==> src/rtl/bin2bcd_4dig.sv <==
// Sequential binary-to-BCD converter (shift-add-3, one bit per clock) for a 4-digit display.
// Digits, blank mask and overflow flag update only when a conversion completes.
module bin2bcd_4dig #(
    parameter int BIN_W = 14
) (
    input  logic             clk,
    input  logic             rst_n,
    input  logic             start,
    input  logic [BIN_W-1:0] bin,
    output logic             busy,
    output logic             done,
    output logic [3:0]       units,
    output logic [3:0]       tens,
    output logic [3:0]       hundreds,
    output logic [3:0]       thousands,
    output logic [3:0]       blank,
    output logic             ovf
);

    localparam int CNT_W = (BIN_W > 1) ? $clog2(BIN_W) : 1;

    typedef enum logic [1:0] {
        IDLE,
        SHIFT,
        DONE
    } state_t;

    state_t             state;
    logic [BIN_W-1:0]   shift_reg;
    logic [15:0]        scratch;
    logic [CNT_W-1:0]   bit_cnt;
    logic               ovf_nxt;

    logic [15:0]        scratch_adj;
    logic [15+BIN_W:0]  pair_shifted;
    logic [15:0]        digits_nxt;
    logic [3:0]         blank_nxt;

    // Carry out of the top nibble falls off the shift; saturation covers those values.
    always_comb begin
        scratch_adj = scratch;
        for (int i = 0; i < 4; i++) begin
            if (scratch[4*i +: 4] >= 4'd5) begin
                scratch_adj[4*i +: 4] = scratch[4*i +: 4] + 4'd3;
            end
        end
        pair_shifted = {scratch_adj, shift_reg} << 1;
        digits_nxt   = ovf_nxt ? 16'h9999 : scratch;
        blank_nxt[3] = (digits_nxt[15:12] == 4'd0);
        blank_nxt[2] = blank_nxt[3] & (digits_nxt[11:8] == 4'd0);
        blank_nxt[1] = blank_nxt[2] & (digits_nxt[7:4] == 4'd0);
        blank_nxt[0] = 1'b0;
    end

    always_ff @(posedge clk or negedge rst_n) begin
        if (!rst_n) begin
            state     <= IDLE;
            shift_reg <= '0;
            scratch   <= '0;
            bit_cnt   <= '0;
            ovf_nxt   <= 1'b0;
            busy      <= 1'b0;
            done      <= 1'b0;
            units     <= 4'd0;
            tens      <= 4'd0;
            hundreds  <= 4'd0;
            thousands <= 4'd0;
            blank     <= 4'b1110;
            ovf       <= 1'b0;
        end else begin
            done <= 1'b0;
            case (state)
                IDLE: begin
                    if (start) begin
                        shift_reg <= bin;
                        scratch   <= '0;
                        bit_cnt   <= '0;
                        ovf_nxt   <= (32'(bin) > 32'd9999);
                        busy      <= 1'b1;
                        state     <= SHIFT;
                    end
                end
                SHIFT: begin
                    {scratch, shift_reg} <= pair_shifted;
                    bit_cnt              <= bit_cnt + 1'b1;
                    if (bit_cnt == CNT_W'(BIN_W - 1)) begin
                        state <= DONE;
                    end
                end
                DONE: begin
                    thousands <= digits_nxt[15:12];
                    hundreds  <= digits_nxt[11:8];
                    tens      <= digits_nxt[7:4];
                    units     <= digits_nxt[3:0];
                    blank     <= blank_nxt;
                    ovf       <= ovf_nxt;
                    done      <= 1'b1;
                    busy      <= 1'b0;
                    state     <= IDLE;
                end
                default: begin
                    state <= IDLE;
                end
            endcase
        end
    end

endmodule
==> config.mk <==
export PLATFORM = sky130hd
export DESIGN_NAME = bin2bcd_4dig
export DESIGN_NICKNAME = d
export VERILOG_FILES = /design/src/rtl/bin2bcd_4dig.sv
export SDC_FILE = /design/constraint.sdc
export NUM_CORES = 1
export LEC_CHECK = 0
export BUFFER_PORTS_ARGS = -buffer_cell sky130_fd_sc_hd__buf_2
export CORE_ASPECT_RATIO = 1.5
export CORE_MARGIN = 3
export CORE_UTILIZATION = 55
export CTS_BUF_LIST = sky130_fd_sc_hd__clkbuf_8
export CTS_CLUSTER_SIZE = 12
export DETAILED_ROUTE_END_ITERATION = 10
export GPL_TIMING_DRIVEN = 0
export PLACE_DENSITY = 0.75
export REMOVE_ABC_BUFFERS = 1
export SKIP_LAST_GASP = 1
export SYNTH_ARGS = -nofsm -noshare
export SYNTH_HDL_FRONTEND = slang
export SYNTH_SLANG_ARGS = --single-unit
==> constraint.sdc <==
create_clock -name clk -period 3.6 [get_ports clk]
set_clock_uncertainty 0.15 [all_clocks]
set_input_delay 0.18 -clock clk [delete_from_list [all_inputs] [get_ports clk]]
set_output_delay 0.18 -clock clk [all_outputs]
set_load 0.03 [all_outputs]
==> impl_metrics.prom <==
# TYPE chip_impl_metric gauge
chip_impl_info{name="synth.area.top_cells",value="sky130_fd_sc_hd__dfrtp_1, sky130_fd_sc_hd__nand2_1, sky130_fd_sc_hd__o21ai_0"} 1
chip_impl_info{name="worstSetupEndpointType",value="register"} 1
chip_impl_metric{name="synth.yosys.seq_area_share",unit=""} 0.512
chip_impl_metric{name="clock_insertion_delay_at_the_later_pin_of_the_skew_report",unit="ns"} 0.34
chip_impl_metric{name="power_leakage",unit="uW"} 0.00154
chip_impl_metric{name="layout.cell_area.non_filler",unit="mm2"} 0.00333
chip_impl_metric{name="flow.area_growth_from_synthesis",unit="%"} 15.1
chip_impl_info{name="path_cells",value="nor2b_2 -> o2111ai_1 -> o311ai_1"} 1
chip_impl_metric{name="hold_violations",unit=""} 0
chip_impl_info{name="yosys_top_cell_by_area",value="sky130_fd_sc_hd__dfrtp_1"} 1
chip_impl_info{name="critPathTopFamily",value="simple AND/OR/NAND/NOR gates"} 1
chip_impl_metric{name="area_fraction_in_and_or_nand_and_nor_cells_after_synthesis",unit=""} 0.134
chip_impl_metric{name="synthesis.instances",unit=""} 282
chip_impl_metric{name="yosys_register_bits",unit=""} 59
chip_impl_metric{name="numCtsBuffers",unit=""} 9
chip_impl_metric{name="place.gp.congestion",unit=""} 0.795
chip_impl_metric{name="htree_levels",unit=""} 3
chip_impl_metric{name="grtUsageTotal",unit=""} 0.207
chip_impl_info{name="synth.most_common_cell",value="sky130_fd_sc_hd__dfrtp_1"} 1
chip_impl_metric{name="grt_pass1_vias",unit=""} 2190
chip_impl_metric{name="fp.dieArea",unit="mm2"} 0.00618
chip_impl_metric{name="grt_pass1_wl",unit="um"} 9770
chip_impl_metric{name="hold_crit_depth",unit=""} 3
chip_impl_metric{name="timing.reg2reg.setup_slack",unit="ns"} 1.23
chip_impl_metric{name="yosysUniqueCellTypes",unit=""} 46
chip_impl_info{name="clock_tree_from_tritoncts",value="done"} 1
chip_impl_metric{name="io_pins",unit=""} 40
chip_impl_metric{name="timing_worst_slew_pin_value",unit="ns"} 0.883
chip_impl_metric{name="numClockSinks",unit=""} 59
chip_impl_metric{name="yosys-mux-area-fraction",unit=""} 0.00736
chip_impl_info{name="clock-root-buffer",value="sky130_fd_sc_hd__clkbuf_8"} 1
chip_impl_metric{name="slew_viol_final",unit=""} 0
chip_impl_info{name="worst-setup-path-type",value="reg -> reg"} 1
chip_impl_metric{name="relSlewSlack",unit=""} 0.409
chip_impl_metric{name="largest_reg_flops",unit=""} 16
chip_impl_info{name="status",value="finished clean"} 1
chip_impl_metric{name="cts.path.max_buffers",unit=""} 2
chip_impl_metric{name="reg2reg_depth",unit=""} 3
chip_impl_info{name="min_delay_worst_endpoint",value="shift_reg[3]$_DFFE_PN0P_"} 1
chip_impl_metric{name="post_drt_wl_per_cell",unit="um"} 14.4
chip_impl_metric{name="synthArstFlopShare",unit=""} 1.00
chip_impl_metric{name="post_layout_net_count",unit=""} 348
chip_impl_metric{name="timing.critical_path.slowest_cell_delay",unit="ns"} 0.86
chip_impl_info{name="crit_path_top_delay_cell",value="sky130_fd_sc_hd__nor2b_2"} 1
chip_impl_metric{name="yosys.area.top_type_share",unit=""} 0.485
chip_impl_metric{name="postRouteWirelength",unit="um"} 5650
chip_impl_metric{name="globalRouteOverflowTotal",unit=""} 0
chip_impl_info{name="worst_hold_startpoint",value="bin[3]"} 1
chip_impl_metric{name="worstPathArrival",unit="ns"} 2.44
chip_impl_metric{name="post_cts_buffers",unit=""} 0
chip_impl_metric{name="chip_width",unit="um"} 65.2
chip_impl_info{name="ys_top_cells_by_count",value="sky130_fd_sc_hd__dfrtp_1, sky130_fd_sc_hd__nand2_1, sky130_fd_sc_hd__o21ai_0"} 1
chip_impl_metric{name="total_iterations_of_the_first_detailed_routing_run",unit=""} 4
chip_impl_metric{name="fp.coreArea",unit="mm2"} 0.00496
chip_impl_metric{name="die_height",unit="um"} 94.8
chip_impl_metric{name="cts-resized-gates",unit=""} 0
chip_impl_metric{name="fmaxAchievable",unit="GHz"} 0.423
chip_impl_metric{name="routed_vias",unit=""} 2223
chip_impl_metric{name="timing.critical_path.buf_inv",unit=""} 0
chip_impl_metric{name="ir_drop",unit="uV"} 459
chip_impl_info{name="grt_setup_unrepaired",value="false"} 1
chip_impl_metric{name="power.density",unit="mW/mm2"} 872
chip_impl_info{name="worst_flop_to_flop_path_startpoint",value="state[0]$_DFFE_PN0P_"} 1
chip_impl_metric{name="fin_tns_setup",unit="ns"} 0
chip_impl_info{name="synth_flop_cell",value="sky130_fd_sc_hd__dfrtp_1"} 1
chip_impl_metric{name="post_synth_fa_ha_maj_area_fraction",unit=""} 0.0433
chip_impl_info{name="critPathLaunchType",value="register"} 1
chip_impl_metric{name="syn-cell-area",unit="mm2"} 0.00289
chip_impl_metric{name="grt_max_degree",unit=""} 60
chip_impl_info{name="r2r-end",value="scratch[14]$_DFFE_PN0P_"} 1
chip_impl_metric{name="yosys_warnings",unit=""} 0
chip_impl_metric{name="clk_transition_reported_paths",unit="ns"} 0.07
chip_impl_metric{name="crit_path_max_fanout",unit=""} 24
chip_impl_metric{name="layout-drive-gt1-share",unit=""} 0.206
chip_impl_metric{name="count_of_flip_flops_with_a_built_in_enable_after_synthesis",unit=""} 0
chip_impl_metric{name="grt_antenna_before_repair",unit=""} 0
chip_impl_info{name="synth_top_family_by_area",value="compound AO/OA/AOI/OAI gates"} 1
chip_impl_metric{name="area_after_detailed_placement",unit="mm2"} 0.00306
chip_impl_metric{name="setup_violators_final",unit=""} 0
chip_impl_metric{name="synth_compound_area_frac",unit=""} 0.232
chip_impl_metric{name="holdBufCountCts",unit=""} 7
chip_impl_metric{name="drtIter0Drc",unit=""} 70
chip_impl_metric{name="ant_nets",unit=""} 0
chip_impl_metric{name="max_cap_check_violation_count",unit=""} 0
chip_impl_metric{name="period_minus_slack",unit="ns"} 2.37
chip_impl_metric{name="synthXorXnorAreaFrac",unit=""} 0.00909
chip_impl_metric{name="number_of_diodes",unit=""} 0
chip_impl_metric{name="synth.avg_cell_area",unit="um2"} 10.3
chip_impl_metric{name="drc",unit=""} 0
chip_impl_metric{name="timing.critical_path.required",unit="ns"} 3.68
chip_impl_metric{name="final_min_period_over_clock_period",unit=""} 0.657
chip_impl_metric{name="initial_core_util",unit=""} 0.582
chip_impl_info{name="min_path_type",value="in -> reg"} 1
chip_impl_metric{name="post-dp-hpwl",unit="um"} 3760
chip_impl_metric{name="core.rowCount",unit=""} 31
chip_impl_metric{name="average_vias_per_placed_instance",unit=""} 5.67
chip_impl_metric{name="buffers_on_ports",unit=""} 38
-- worst max path at each step --
stage / startpoint / to / cells past startpoint
6_report: state[0]$_DFFE_PN0P_ / scratch[14]$_DFFE_PN0P_ / 3
5_1_grt: state[0]$_DFFE_PN0P_ / scratch[2]$_DFFE_PN0P_ / 3
4_1_cts: state[0]$_DFFE_PN0P_ / ovf$_DFFE_PN0P_ / 2
3_5_place_dp: state[0]$_DFFE_PN0P_ / ovf$_DFFE_PN0P_ / 2
3_3_place_gp: state[0]$_DFFE_PN0P_ / ovf$_DFFE_PN0P_ / 2
2_1_floorplan: state[0]$_DFFE_PN0P_ / ovf$_DFFE_PN0P_ / 2
-- per-layer routing --
layer | GRT usage | part of all wire | vias to the layer above
met1 | 0.223 | 0.41 | 1074
met4 | 0.0969 | 0.017 | 0
met3 | 0.0512 | 0.044 | 8
li1 | - | - | 1088
met2 | 0.374 | 0.53 | 53
met5 | 0 | 0 | -
-- cell families (layout without fill, tap and decap cells) --
group / after synthesis / after routing
flops: 59 / 59
compound gates: 92 / 92
mux: 2 / 2
simple gates: 79 / 79
other cells: 1 / 1
fa+ha+maj: 10 / 10
xor+xnor: 3 / 3
buf+inv: 36 / 80
-- final cells by class --
type                            count  area [um2]
Sequential cell                    59        1480
Timing Repair Buffer               46         273
Multi-Input combinational cell    187        1240
Clock inverter                      4        23.8
Tap cell                           66        82.6
Fill cell                         441        1640
Clock buffer                       12         165
Inverter                           18        67.6
-- worst min-delay path, cell delays in order --
cell	delay [ns]
sky130_fd_sc_hd__buf_2	0.07
sky130_fd_sc_hd__a22oi_1	0.06
sky130_fd_sc_hd__o21ai_0	0.14
-- per-stage QoR --
stage,util,power [uW],hold slack [ns],std cells,setup WS [ns]
3_5_place_dp,0.615,2360,0.278,368,0.988
4_1_cts,0.668,2930,0.000562,391,0.981
5_1_grt,0.671,3140,0.0413,392,1.08
2_1_floorplan,-,2010,-0.266,264,1.43
3_3_place_gp,0.615,2310,0.266,368,0.980
6_report,0.671,2900,0.00186,392,1.23
-- where the power goes --
| part | leakage, uW | internal, uW | switching, uW | total, uW |
|---|---|---|---|---|
| registers | 0.000743 | 929 | 253 | 1180 |
| clock network | 0.000102 | 303 | 251 | 554 |
| logic | 0.000700 | 460 | 706 | 1170 |
-- layout by cell type, fill, tap and decap left out, drive strengths merged, types with 2 or more instances in the layout --
cell type and instances:
nor4 2, o2111ai 8, xnor2 3, nor2b 10
nand2 43, nand4 2, nand2b 2, o221ai 4
dlygate4sd3 8, o21ai 30, ha 10, buf 38
and2 2, and3b 2, a22oi 11, a21oi 5
dfrtp 56, nor2 8, a32o 4, nand3 2
o311ai 4, o31ai 12, clkbuf 12, o32ai 3
clkinv 4, o21a 4, and3 2, inv 18
dfstp 3
(Power assumes the default switching activity.)
